**src/rtl/gearbox_pkg.sv**
```systemverilog
// Shared definitions for the 2x gearboxes: downsizer state encoding and the
// half-order convention used by both the upsizing and downsizing sides.
package gearbox_pkg;

  typedef enum logic [1:0] {EMPTY, FIRST, SECOND} gearbox_down_state_t;

  localparam logic HALF_HI = 1'b1;

  // Upper half is selected for the first beat when msb_first is set, and for
  // the second beat otherwise.
  function automatic logic half_sel(input logic msb_first, input logic second_half);
    return msb_first ^ second_half;
  endfunction

endpackage

```
**src/rtl/gearbox_downsizing_2x.sv**
```systemverilog
// Narrowing gearbox: one 2*nb-bit word in, two nb-bit beats out.
// Optional tlast passthrough is enabled with GEARBOX_DOWNSIZING_TLAST_EN.
module gearbox_downsizing_2x
  import gearbox_pkg::*;
#(
  parameter int n         = 5,
  parameter int nb        = n * 8,
  parameter bit msb_first = 1'b0
) (
  input  logic            aclk,
  input  logic            areset,
  input  logic [2*nb-1:0] in_tdata,
  input  logic            in_tvalid,
  output logic            in_tready,
`ifdef GEARBOX_DOWNSIZING_TLAST_EN
  input  logic            in_tlast,
  output logic            out_tlast,
`endif
  output logic [nb-1:0]   out_tdata,
  output logic            out_tvalid,
  input  logic            out_tready
);

  gearbox_down_state_t state, state_next;
  logic [2*nb-1:0]     hold;
  logic                load;
  logic                sel_hi;

  // The only combinational path through the block: out_tready -> in_tready.
  assign in_tready = (state == EMPTY) | ((state == SECOND) & out_tready);
  assign load      = in_tvalid & in_tready;

  always_comb begin
    // NOTE: assign a default before the case so every path drives state_next
    // and no latch is inferred.
    state_next = state;
    case (state)
      EMPTY:   if (in_tvalid)  state_next = FIRST;
      FIRST:   if (out_tready) state_next = SECOND;
      SECOND:  if (out_tready) state_next = in_tvalid ? FIRST : EMPTY;
      default: state_next = EMPTY;
    endcase
  end

  always_ff @(posedge aclk) begin
    // NOTE: sequential state uses non-blocking assignments so every register
    // samples the pre-edge values regardless of process ordering.
    if (areset) state <= EMPTY;
    else        state <= state_next;
  end

  // NOTE: the data register carries no reset; out_tdata is masked while EMPTY,
  // so its power-up contents are never visible.
  always_ff @(posedge aclk) begin
    if (load) hold <= in_tdata;
  end

  assign sel_hi     = (half_sel(msb_first, state == SECOND) == HALF_HI);
  assign out_tvalid = (state != EMPTY);
  assign out_tdata  = (state == EMPTY) ? '0 : (sel_hi ? hold[2*nb-1:nb] : hold[nb-1:0]);

`ifdef GEARBOX_DOWNSIZING_TLAST_EN
  logic tlast_q;

  always_ff @(posedge aclk) begin
    if (areset)    tlast_q <= 1'b0;
    else if (load) tlast_q <= in_tlast;
  end

  // tlast belongs to the last narrow beat of the word only.
  assign out_tlast = (state == SECOND) & tlast_q;
`endif

endmodule

```
**config.mk**
```make
export PLATFORM = sky130hd
export DESIGN_NAME = gearbox_downsizing_2x
export DESIGN_NICKNAME = d
export VERILOG_FILES = /design/src/rtl/gearbox_pkg.sv /design/src/rtl/gearbox_downsizing_2x.sv
export SDC_FILE = /design/constraint.sdc
export NUM_CORES = 1
export LEC_CHECK = 0
export BUFFER_PORTS_ARGS = -buffer_cell sky130_fd_sc_hd__buf_2
export CELL_PAD_IN_SITES_DETAIL_PLACEMENT = 1
export CELL_PAD_IN_SITES_GLOBAL_PLACEMENT = 1
export CORE_ASPECT_RATIO = 2
export CORE_MARGIN = 2
export CORE_UTILIZATION = 41
export DETAILED_ROUTE_END_ITERATION = 8
export MAX_ROUTING_LAYER = met4
export PLACE_DENSITY = 0.87
export SYNTH_ARGS = -nofsm -noshare
export SYNTH_HDL_FRONTEND = slang
export SYNTH_SLANG_ARGS = --single-unit
```
**constraint.sdc**
```tcl
create_clock -name aclk -period 10.9 [get_ports aclk]
set_input_delay 1.635 -clock aclk [delete_from_list [all_inputs] [get_ports aclk]]
set_output_delay 1.635 -clock aclk [all_outputs]
set_load 0.01 [all_outputs]
```
Word level (Yosys, flattened, before mapping)
Cells that the tools add are included.
{"block": "totals", "ff_bits": 82, "in_bits": 84, "out_inout_bits": 42, "elab_cells": 20}
{"block": "classes", "eq_ne": 5, "muxes": 7, "n_bitwise": 3, "reduce_logical": 3}
{"cell": "$mux W40", "n": 2}
{"cell": "$mux W2", "n": 3}
{"cell": "$ne A2 B2 Y1 const B", "n": 3}
{"cell": "$pmux W2 S3", "n": 1}
{"cell": "$reduce_and A3 Y1", "n": 1}
{"cell": "$and A1 B1 Y1", "n": 2}
{"cell": "$eq A2 B1 Y1 const B", "n": 1}
{"cell": "$eq A2 B2 Y1 const B", "n": 1}
{"cell": "$logic_not A2 Y1", "n": 1}
{"cell": "$reduce_bool A2 Y1", "n": 1}
{"cell": "$mux W1", "n": 1}
{"cell": "$or A1 B1 Y1", "n": 1}

Depth between registers and ports, before layout
{"block": "depth", "depth_word": 4, "mapped_depth": 3}

Least setup slack after synthesis
No wires, ideal clock.
{"block": "synth_timing", "path_type": "input -> register", "start": "input out_tready", "end": "register hold[0], enable pin", "setup_time_ns": 0.504, "arrival_ns": 4.806, "required_ns": 10.396, "setup_slack_ns": 5.590, "path_stages": 2, "n_path_buf": 0, "path_cell_list": "nor2b_1 nor3b_2"}
{"block": "synth_via", "elab_chain_cells": 3}
{"item": "start, declared", "line_no": "gearbox_downsizing_2x.sv:21", "text": "input logic out_tready"}
{"item": "$and A1 B1 Y1", "line_no": "gearbox_downsizing_2x.sv:30", "text": "assign in_tready = (state == EMPTY) | ((state == SECOND) & out_tready);"}
{"item": "$or A1 B1 Y1", "line_no": "gearbox_downsizing_2x.sv:30"}
{"item": "$and A1 B1 Y1", "line_no": "gearbox_downsizing_2x.sv:31", "text": "assign load = in_tvalid & in_tready;"}
{"item": "named net load", "line_no": "gearbox_downsizing_2x.sv:26", "text": "logic load;"}
{"item": "end signal, assigned", "line_no": "gearbox_downsizing_2x.sv:55", "text": "if (load) hold <= in_tdata;"}
{"item": "end, declared", "line_no": "gearbox_downsizing_2x.sv:25", "text": "logic [2*nb-1:0] hold;"}
The timed path passes the listed nets, and every way through them passes these cells.
A chain may end at the register's enable or synchronous reset.

Worst setup path after layout
{"block": "layout_timing", "start": "register state[0]", "end": "output out_tdata[29]"}
{"block": "layout_via", "elab_chain_cells": 3, "word_cells_on_any_way": 4, "classes_between": "eq/ne (1); mux (2); reduce/logical (1)"}
{"item": "start, declared", "line_no": "gearbox_downsizing_2x.sv:24", "text": "gearbox_down_state_t state, state_next;"}
{"item": "start signal, assigned", "line_no": "gearbox_downsizing_2x.sv:49", "text": "else state <= state_next;"}
{"item": "$eq A2 B2 Y1", "line_no": "gearbox_downsizing_2x.sv:58", "text": "assign sel_hi = (half_sel(msb_first, state == SECOND) == HALF_HI);"}
{"item": "$mux W40", "line_no": "gearbox_downsizing_2x.sv:60", "text": "assign out_tdata = (state == EMPTY) ? '0 : (sel_hi ? hold[2*nb-1:nb] : hold[nb-1:0]);"}
{"item": "$mux W40 (*)", "line_no": "gearbox_downsizing_2x.sv:60"}
{"item": "end, declared", "line_no": "gearbox_downsizing_2x.sv:19", "text": "output logic [nb-1:0] out_tdata,"}
Every way passes the cells marked *; elsewhere a longest branch is shown, timed or not.

==> results_dict.tcl <==
set metrics [dict create \
    setup.worst_path.start_class "register" \
    dp_cells 348 \
    grt_max_degree 81 \
    synth-xor-area-share 0 \
    ys_warn_count 0 \
    synth_edf_count 80 \
    finalCriticalPeriod_ps 3952 \
    synth_top_family_by_area "compound AO/OA/AOI/OAI gates" \
    synthCells 141 \
    antenna_left 0 \
    die_h_um 124.2 \
    ys_seq_elements 82 \
    fin_crit_sh 0.3626 \
    start_util 0.4236 \
    grt_setup_unrepaired "false" \
    setup_violations 0 \
    tightest_slew_ps 1009 \
    num-nets-final 353 \
    numCtsBuffers 9 \
    cp_cell_sequence "nor2b_4 > a22o_1 > buf_2" \
    max_stage_delay_ps 910 \
    hold_class "reg -> reg" \
    vias_per_cell 5.005 \
    cts.clk_slew.worst_paths_ps 60 \
    rr_worst_depth 2 \
    synth_top_area_share 0.8108 \
    synth_fa_ha_area_frac 0 \
    yosys.area.top_type "edfxtp_1" \
    cts_tree "yes" \
    hp-start "state[1]" \
    fmax_mhz 253.0 \
    syn_area_sq_um 2963 \
    cts_hold_buf 0 \
    grt_pass1_wl_um 10620 \
    cts_root_buf "clkbuf_16" \
    reg2reg_slack_ps 8780 \
    overflow 0 \
    grt_pass1_vias 2049 \
    holdWs_ps 598.6 \
    cp.arrival_ps 2320 \
    ys.flop_type "edfxtp_1" \
    post_cts_buffers 0 \
    cap_violations 0 \
    yosysMostFrequentCell "edfxtp_1" \
    coreArea_sq_um 6994 \
    min_path_cells 2 \
    min_to "state[1]" \
    port-buffer-count 125 \
    crit_type "reg -> out" \
    clock_sinks 82 \
    drtIter0Drc 77 \
    drive_gt1_frac 0.5201 \
    async_flop_share 0 \
    syn_nets 225 \
    slowest_stage "nor2b_4" \
    wire_per_inst_um 18.65 \
    die_w_um 64.11 \
    synthMuxAreaShare 0 \
    gp_congestion 0.7195 \
    num_rows 43 \
    cp_data_required_time_ps 9270 \
    stdcell_count 364 \
    dr.pass1.iters 4 \
    synthTopCellsByCount "edfxtp_1, a22o_1, buf_6, buf_4, dfxtp_1" \
    synth_compound_area_frac 0.1267 \
    area_growth_pct 31.97 \
    synth.area.top_cells "edfxtp_1, a22o_1, buf_6" \
    critPathMaxFanout 48 \
    end_kind "primary output" \
    run_status "finished, final reports clean" \
    num_io_pins 126 \
    syn_area_per_cell_sq_um 21.01 \
    dieArea_sq_um 7964 \
    drc_errors 0 \
    vias 1822 \
    antenna_found_initial 1 \
    r2r-end "hold[66]" \
    max-vdd-ir-drop_v 0.0001338 \
    clock_latency_ps 330 \
    ys_seq_area_frac 0.8243 \
    synth.distinct_cells 15 \
    setup_tns_ps 0 \
    r2r-start "state[0]" \
    clockBufferDepth 2 \
    slew-limit-headroom 0.3272 \
    cts_resized 0 \
    grtUsageTotal 0.1885 \
    p_total_uw 727.3 \
    h-tree-depth 3 \
    finalHoldViolCount 0 \
    p_per_area_nw_per_um2 186.0 \
    worst_clock_skew_ps 3.999 \
    leakage_uw 0.001615 \
    yosys.area_share.simple 0.01985 \
    wl_um 6790 \
    maxSlewViolCount 0 \
]
-- layout by cell type, fill, tap and decap left out, types with 3 or more instances in the layout --
cell / count
buf_2: 125
edfxtp_1: 80
clkbuf_16: 9
clkbuf_1: 3
a22o_1: 40
-- area by class of cell --
class                   instances  area (sq um)
clock inverters                 3         41.29
fillers                       706          3084
clock buffers                  12         236.5
repair buffers                126         633.1
diodes                          1         2.502
flip-flops and latches         82          2444
multi-input cells              50         440.4
well taps                      90         112.6
-- flip-flops by register name (all words and copies together) (netlist names) --
signal	cells
hold	80
state	2
-- stage by stage --
step | setup slack [ps] | utilization | instance area, sq um
final | 6948 | 0.5590 | 3910
after global routing | 6749 | 0.5590 | 3910
after CTS | 6869 | 0.5587 | 3908
after detailed placement | 6942 | 0.5190 | 3630
after global placement | 6977 | 0.5190 | 3630
after floorplan | 5590 | - | 2963
-- report_power, final --
part / internal (uW) / switching [uW] / total, uW / leakage (uW)
clock: 175 / 109 / 285 / 0.000130
sequential: 372 / 10.4 / 382 / 0.000781
combinational: 29.0 / 31.0 / 60.0 / 0.000703
-- cells by family after synthesis --
logic type,Yosys count
AO/OA/AOI/OAI,43
flip-flops,82
buffers and inverters,9
AND/OR/NAND/NOR,7
-- worst max-delay path by stage --
stage	from	endpoint	slack, ps
after global placement	out_tready	in_tready	6980
after floorplan	out_tready	hold[0]	5590
after detailed placement	out_tready	in_tready	6940
after CTS	state[0]	out_tdata[29]	6870
after global routing	state[0]	out_tdata[29]	6750
final	state[0]	out_tdata[29]	6950
-- critical path, delay by kind of cell, from the launching register on --
kind / cells / cell delay [ps]
DFF: 1 / 620
and+or+nand+nor: 1 / 910
AOI/OAI and AO/OA: 1 / 290
buffers and inverters: 1 / 150
-- routing by layer --
metal	global-route usage	routed length [um]	share of wire
met5	-	0	0
met2	0.3290	4058	0.60
met3	0.04069	314	0.046
met4	0.1202	253	0.037
met1	0.1815	2164	0.32
Note: power is estimated with default switching activity, not from simulation.
